### src/rtl/fetch_pkg.sv
// Shared types and constants for the instruction-fetch stage.
// Latency: n/a (types and a pure function only).
// Backpressure: n/a.
package fetch_pkg;

    localparam logic [31:0] PC_RESET_DEFAULT = 32'h0000_0000;
    localparam logic [31:0] HALT_WORD        = 32'h0000_0000;

    typedef enum logic [1:0] {
        RUN  = 2'd0,
        FULL = 2'd1,
        HALT = 2'd2
    } fetch_state_t;

    typedef struct packed {
        logic [31:0] pc;
        logic [31:0] instr;
    } fetch_entry_t;

    // imm is in halfword units, so shift left once; result is forced word-aligned.
    function automatic logic [31:0] branch_target(input logic [31:0] base,
                                                  input logic [30:0] imm_lo);
        logic [31:0] t;
        t = base + {imm_lo, 1'b0};
        return {t[31:2], 2'b00};
    endfunction

endpackage

### src/rtl/fetch_queue.sv
// Two-entry fetch FIFO of {pc, instr}; head is always entry 0.
// Latency: a push is visible at the head on the following edge when empty.
// Backpressure: caller must not push at count 2 without a same-cycle pop; flush beats push.
module fetch_queue
    import fetch_pkg::*;
(
    input  logic         clk,
    input  logic         rst_n,
    input  logic         push,
    input  logic         pop,
    input  logic         flush,
    input  fetch_entry_t push_dat,
    output logic [1:0]   count,
    output fetch_entry_t head
);

    fetch_entry_t ent0, ent1;

    always_ff @(posedge clk or negedge rst_n) begin
        if (!rst_n) begin
            ent0  <= '0;
            ent1  <= '0;
            count <= 2'd0;
        end else if (flush) begin
            count <= 2'd0;
        end else begin
            case ({push, pop})
                2'b10: begin
                    if (count == 2'd0) ent0 <= push_dat;
                    else               ent1 <= push_dat;
                    count <= count + 2'd1;
                end
                2'b01: begin
                    ent0  <= ent1;
                    count <= count - 2'd1;
                end
                2'b11: begin
                    // Count is unchanged; the new word lands behind whatever survives the pop.
                    if (count == 2'd1) begin
                        ent0 <= push_dat;
                    end else begin
                        ent0 <= ent1;
                        ent1 <= push_dat;
                    end
                end
                default: ;
            endcase
        end
    end

    assign head = ent0;

endmodule

### src/rtl/fetch_stage.sv
// Instruction fetch: owns the PC, reads imem combinationally, queues {pc, instr} for decode.
// Latency: 1 edge from PC presentation to out_*; redirect target valid 2 edges after the pulse.
// Backpressure: out_valid/out_ready into a 2-entry queue; PC holds when full. FETCH_STATS_EN adds counters.
module fetch_stage
    import fetch_pkg::*;
#(
    parameter logic [31:0] PC_RESET    = PC_RESET_DEFAULT,
    parameter int          QUEUE_DEPTH = 2
) (
    input  logic        clk,
    input  logic        rst_n,
    output logic [31:0] imem_addr,
    input  logic [31:0] imem_instr,
    input  logic        redirect_valid,
    input  logic [31:0] redirect_base,
    input  logic [63:0] redirect_imm,
    output logic        out_valid,
    input  logic        out_ready,
    output logic [31:0] out_instr,
    output logic [31:0] out_pc,
    output logic        halt
`ifdef FETCH_STATS_EN
    ,
    output logic [31:0] fetch_count,
    output logic [31:0] stall_count
`endif
);

    localparam logic [1:0] FULL_LVL = 2'(QUEUE_DEPTH);

    fetch_state_t state, state_nxt;
    logic [31:0]  pc, pc_nxt;
    logic [1:0]   count;
    fetch_entry_t head, push_dat;
    logic         push, pop, word_zero;
    logic         unused_imm;

    assign unused_imm = ^redirect_imm[63:31];

    assign word_zero = (imem_instr == HALT_WORD);
    assign pop       = out_valid && out_ready && !redirect_valid;
    assign push      = (state == RUN) && ((count < FULL_LVL) || pop)
                       && !redirect_valid && !word_zero;
    assign push_dat  = '{pc: pc, instr: imem_instr};

    always_comb begin
        state_nxt = state;
        case (state)
            RUN: begin
                if (word_zero)                       state_nxt = HALT;
                else if (count == FULL_LVL && !pop)  state_nxt = FULL;
            end
            FULL:    if (pop) state_nxt = RUN;
            HALT:    state_nxt = HALT;
            default: state_nxt = RUN;
        endcase
        if (redirect_valid) state_nxt = RUN;
    end

    always_comb begin
        pc_nxt = pc;
        if (redirect_valid)  pc_nxt = branch_target(redirect_base, redirect_imm[30:0]);
        else if (push)       pc_nxt = pc + 32'd4;
    end

    always_ff @(posedge clk or negedge rst_n) begin
        if (!rst_n) begin
            state <= RUN;
            pc    <= PC_RESET;
        end else begin
            state <= state_nxt;
            pc    <= pc_nxt;
        end
    end

    fetch_queue u_queue (
        .clk      (clk),
        .rst_n    (rst_n),
        .push     (push),
        .pop      (pop),
        .flush    (redirect_valid),
        .push_dat (push_dat),
        .count    (count),
        .head     (head)
    );

    assign imem_addr = pc;
    assign out_valid = (count != 2'd0);
    assign out_instr = head.instr;
    assign out_pc    = head.pc;
    assign halt      = (state == HALT);

`ifdef FETCH_STATS_EN
    always_ff @(posedge clk or negedge rst_n) begin
        if (!rst_n) begin
            fetch_count <= 32'd0;
            stall_count <= 32'd0;
        end else begin
            if (push)                    fetch_count <= fetch_count + 32'd1;
            if (out_valid && !out_ready) stall_count <= stall_count + 32'd1;
        end
    end
`endif

endmodule

### config.mk
export PLATFORM = sky130hd
export DESIGN_NAME = fetch_stage
export DESIGN_NICKNAME = d
export VERILOG_FILES = /design/src/rtl/fetch_pkg.sv /design/src/rtl/fetch_queue.sv /design/src/rtl/fetch_stage.sv
export SDC_FILE = /design/constraint.sdc
export NUM_CORES = 1
export LEC_CHECK = 0
export CAP_MARGIN = 40
export CORE_MARGIN = 2
export CORE_UTILIZATION = 54
export DETAILED_ROUTE_END_ITERATION = 10
export HOLD_SLACK_MARGIN = 0.08
export PLACE_DENSITY_LB_ADDON = 0.05
export SYNTH_ARGS = -nofsm -noshare
export SYNTH_HDL_FRONTEND = slang
export SYNTH_HIERARCHICAL = 1
export SYNTH_SLANG_ARGS = --single-unit
### constraint.sdc
create_clock -name clk -period 4.12 [get_ports clk]
set_input_delay 1.03 -clock clk [delete_from_list [all_inputs] [get_ports clk]]
set_output_delay 1.03 -clock clk [all_outputs]
set_load 0.02 [all_outputs]
==> metrics.cfg <==
[yosys]
syn_inst=792
synth.distinct_cells=70
yosysTopAreaCell=dfrtp_1
synth.area.top_cells=dfrtp_1 (43%), mux2_2 (17%), mux2_4 (6.4%), ha_1 (4.4%), xnor2_1 (3.1%)
syn_area_um2=9340
avgSynthCellArea_um2=11.8
synth-edff-count=0
synth_seq_cells=162
postSynth.asyncResetShare_pct=100
ys.flop_type=dfrtp_1
synth_top_area_share_pct=43.4
ys_warn_count=6
seq_area_frac_synth_pct=43.4

[critical_path]
setup.worst_path.start_class=primary input
cp.arrival_ns=3.70
path_delay_family=compound AO/OA/AOI/OAI gates
critPathMaxStageDelay_ns=0.48
worstPathCellList=clkdlybuf4s50_1, inv_1, fa_1, nand2b_1, a21oi_1, o21ai_2, and4b_1, o31ai_2, o22ai_2, xnor2_1, a21oi_1
critPathMaxFanout=4
end_kind=register
cp_slowest_cell=clkdlybuf4s50_1
critPathKind=primary input to register
crit_buf_inv=2
crit_top_cell=a21oi_1
required_ns=4.40

[sta]
relSlewSlack_pct=45.2
skew_ns=0.00976
hold_viol_final=0
layout_setup_ws_ns=0.704
fmax_mhz=293
final.setup.tns_ns=0
tightest_slew_ns=0.820
fin_crit_sh_pct=82.9
setup_viol=0
period_needed_ns=3.42
drv_slew=0
rsz0062_at_grt=no

[final_layout]
drive_above_1_share_pct=24.9
final_cell_count_no_fill=1225
final_util_pct=70.6
diodes=0
fin_nets=1154
final_cell_mix=clkdlybuf4s50_1 (191), dfrtp_1 (162), mux2_2 (145)
final_common_cell=clkdlybuf4s50_1
area_delta_synth_final_pct=29.4

[drt]
vias_per_cell=5.50
wl_um=21200
wl_per_cell_um=17.3
num_vias=6742
ant_nets=0
drc=0
drtIter0Drc=398
dr.pass1.iters=4

[placement]
place_hpwl_um=15700
place_ws_ns=0.250
dp.cells=1194
routabilityCongestion=0.947
port_buffers=193

[grt]
grt_pass1_wl_um=34700
met3_usage_pct=5.42
grt_pass1_vias=7060
grt.overflow.total=0
met1_usage_pct=30.2
grtUsageTotal_pct=23.9
antenna_found_initial=0
grt.busiest_layer=met2
use_met2_pct=41.1
grt_max_degree=86

[hold_path]
hold_class=register to register

[die]
die-area_um2=18400
pin_count=230
die_width_um=136
rows=48
start_util_pct=54.6
chipHeight_um=136
core_area_um2=17100

[power_and_ir_drop]
power_density_nw_per_um2=652
leakage_nw=5.06
ir_drop_uv=328

[cts]
clkTransAtPathRegs_ns=0.06
numCtsBuffers=17
cts.sinks=162
insertion_delay_ns=0.43
clk_root_buffer_cell=clkbuf_16
ctsResizeCount=0
postCtsHoldBufs=0
cts_max_path_buffers=2
htree_levels=4
tritoncts=built
postCtsSetupBuffers=0

[run_status]
status=finished, final reports clean

[job]
timing.max_cap.violations=0

worst paths after layout:
path | endpoint | depth (start not counted) | slack, ns | from
max in group asynchronous | u_queue/ent1[37]$_DFFE_PN0P_ | 2 | 2.64 | rst_n
max reg2reg | u_queue/head[20]$_DFFE_PN0P_ | 6 | 1.55 | state[0]$_DFFE_PN0P_
min reg2reg | state[0]$_DFFE_PN0P_ | 1 | 0.49 | state[1]$_DFFE_PN0P_
max | imem_addr[31]$_DFFE_PN0P_ | 11 | 0.70 | redirect_base[2]
min in group asynchronous | u_queue/ent1[32]$_DFFE_PN0P_ | 1 | 0.62 | rst_n
min | state[0]$_DFFE_PN0P_ | 1 | 0.49 | state[1]$_DFFE_PN0P_
metal layers:
| metal | share of wire, % | vias up | routed length [µm] |
|---|---|---|---|
| met1 | 43 | 3292 | 9170 |
| met3 | 4.9 | 16 | 1050 |
| met5 | 0 | - | 0 |
| met4 | 1.2 | 0 | 245 |
| li1 | - | 3259 | - |
| met2 | 51 | 175 | 10700 |
cells in the mapped netlist, drive strengths merged, types with 4 or more instances:
cell and count:
and3 12, mux2i 4, o21ai 27, a21boi 4
nand4 18, a21o 8, nor4 11, nor2b 4
mux2 193, xor2 19, o21bai 5, buf 24
nand3 12, o31ai 5, a21oi 41, a211oi 5
nor3 7, nand2b 7, nand2 42, inv 15
dfrtp 162, clkbuf 11, xnor2 33, ha 33
nor2 46, or3 4
final cells by class:
class	count	area, µm²
repair buffers	207	2100
clock buffers	21	470
multi-input cells	584	4980
flip-flops and latches	162	4050
inverters	16	60.1
clock inverters	10	133
fillers	1285	5040
well taps	225	282
cells by family after synthesis:
family	count (synthesis)	synth area share (%)
adder cells (fa/ha/maj)	34	4.64
buffers and inverters	51	3.40
AO/OA/AOI/OAI	118	8.64
flip-flops	162	43.4
AND/OR/NAND/NOR	177	9.67
multiplexers	197	25.3
XOR/XNOR	52	4.88
other	1	0.0402
power by group:
part	internal [W]	switching (W)	total (W)
Sequential	0.00232	0.000492	0.00281
Clock	0.000993	0.000615	0.00161
Combinational	0.00194	0.00152	0.00346
Total	0.00525	0.00263	0.00787
registers in the layout (all words and copies together) (netlist names):
| register | count |
|---|---|
| u_queue/head | 64 |
| u_queue/count | 2 |
| state | 2 |
| u_queue/ent1 | 64 |
| imem_addr | 30 |
stage by stage:
step	hold WS (ns)	total power [W]	area, µm²
detailed placement	0.467	0.00631	11500
finish	0.485	0.00787	12100
global route	0.506	0.00831	12100
global placement	0.447	0.00615	11500
floorplan	0.434	0.00492	9360
CTS	0.474	0.00795	12100
No activity file was read; power rests on OpenSTA's default activity.
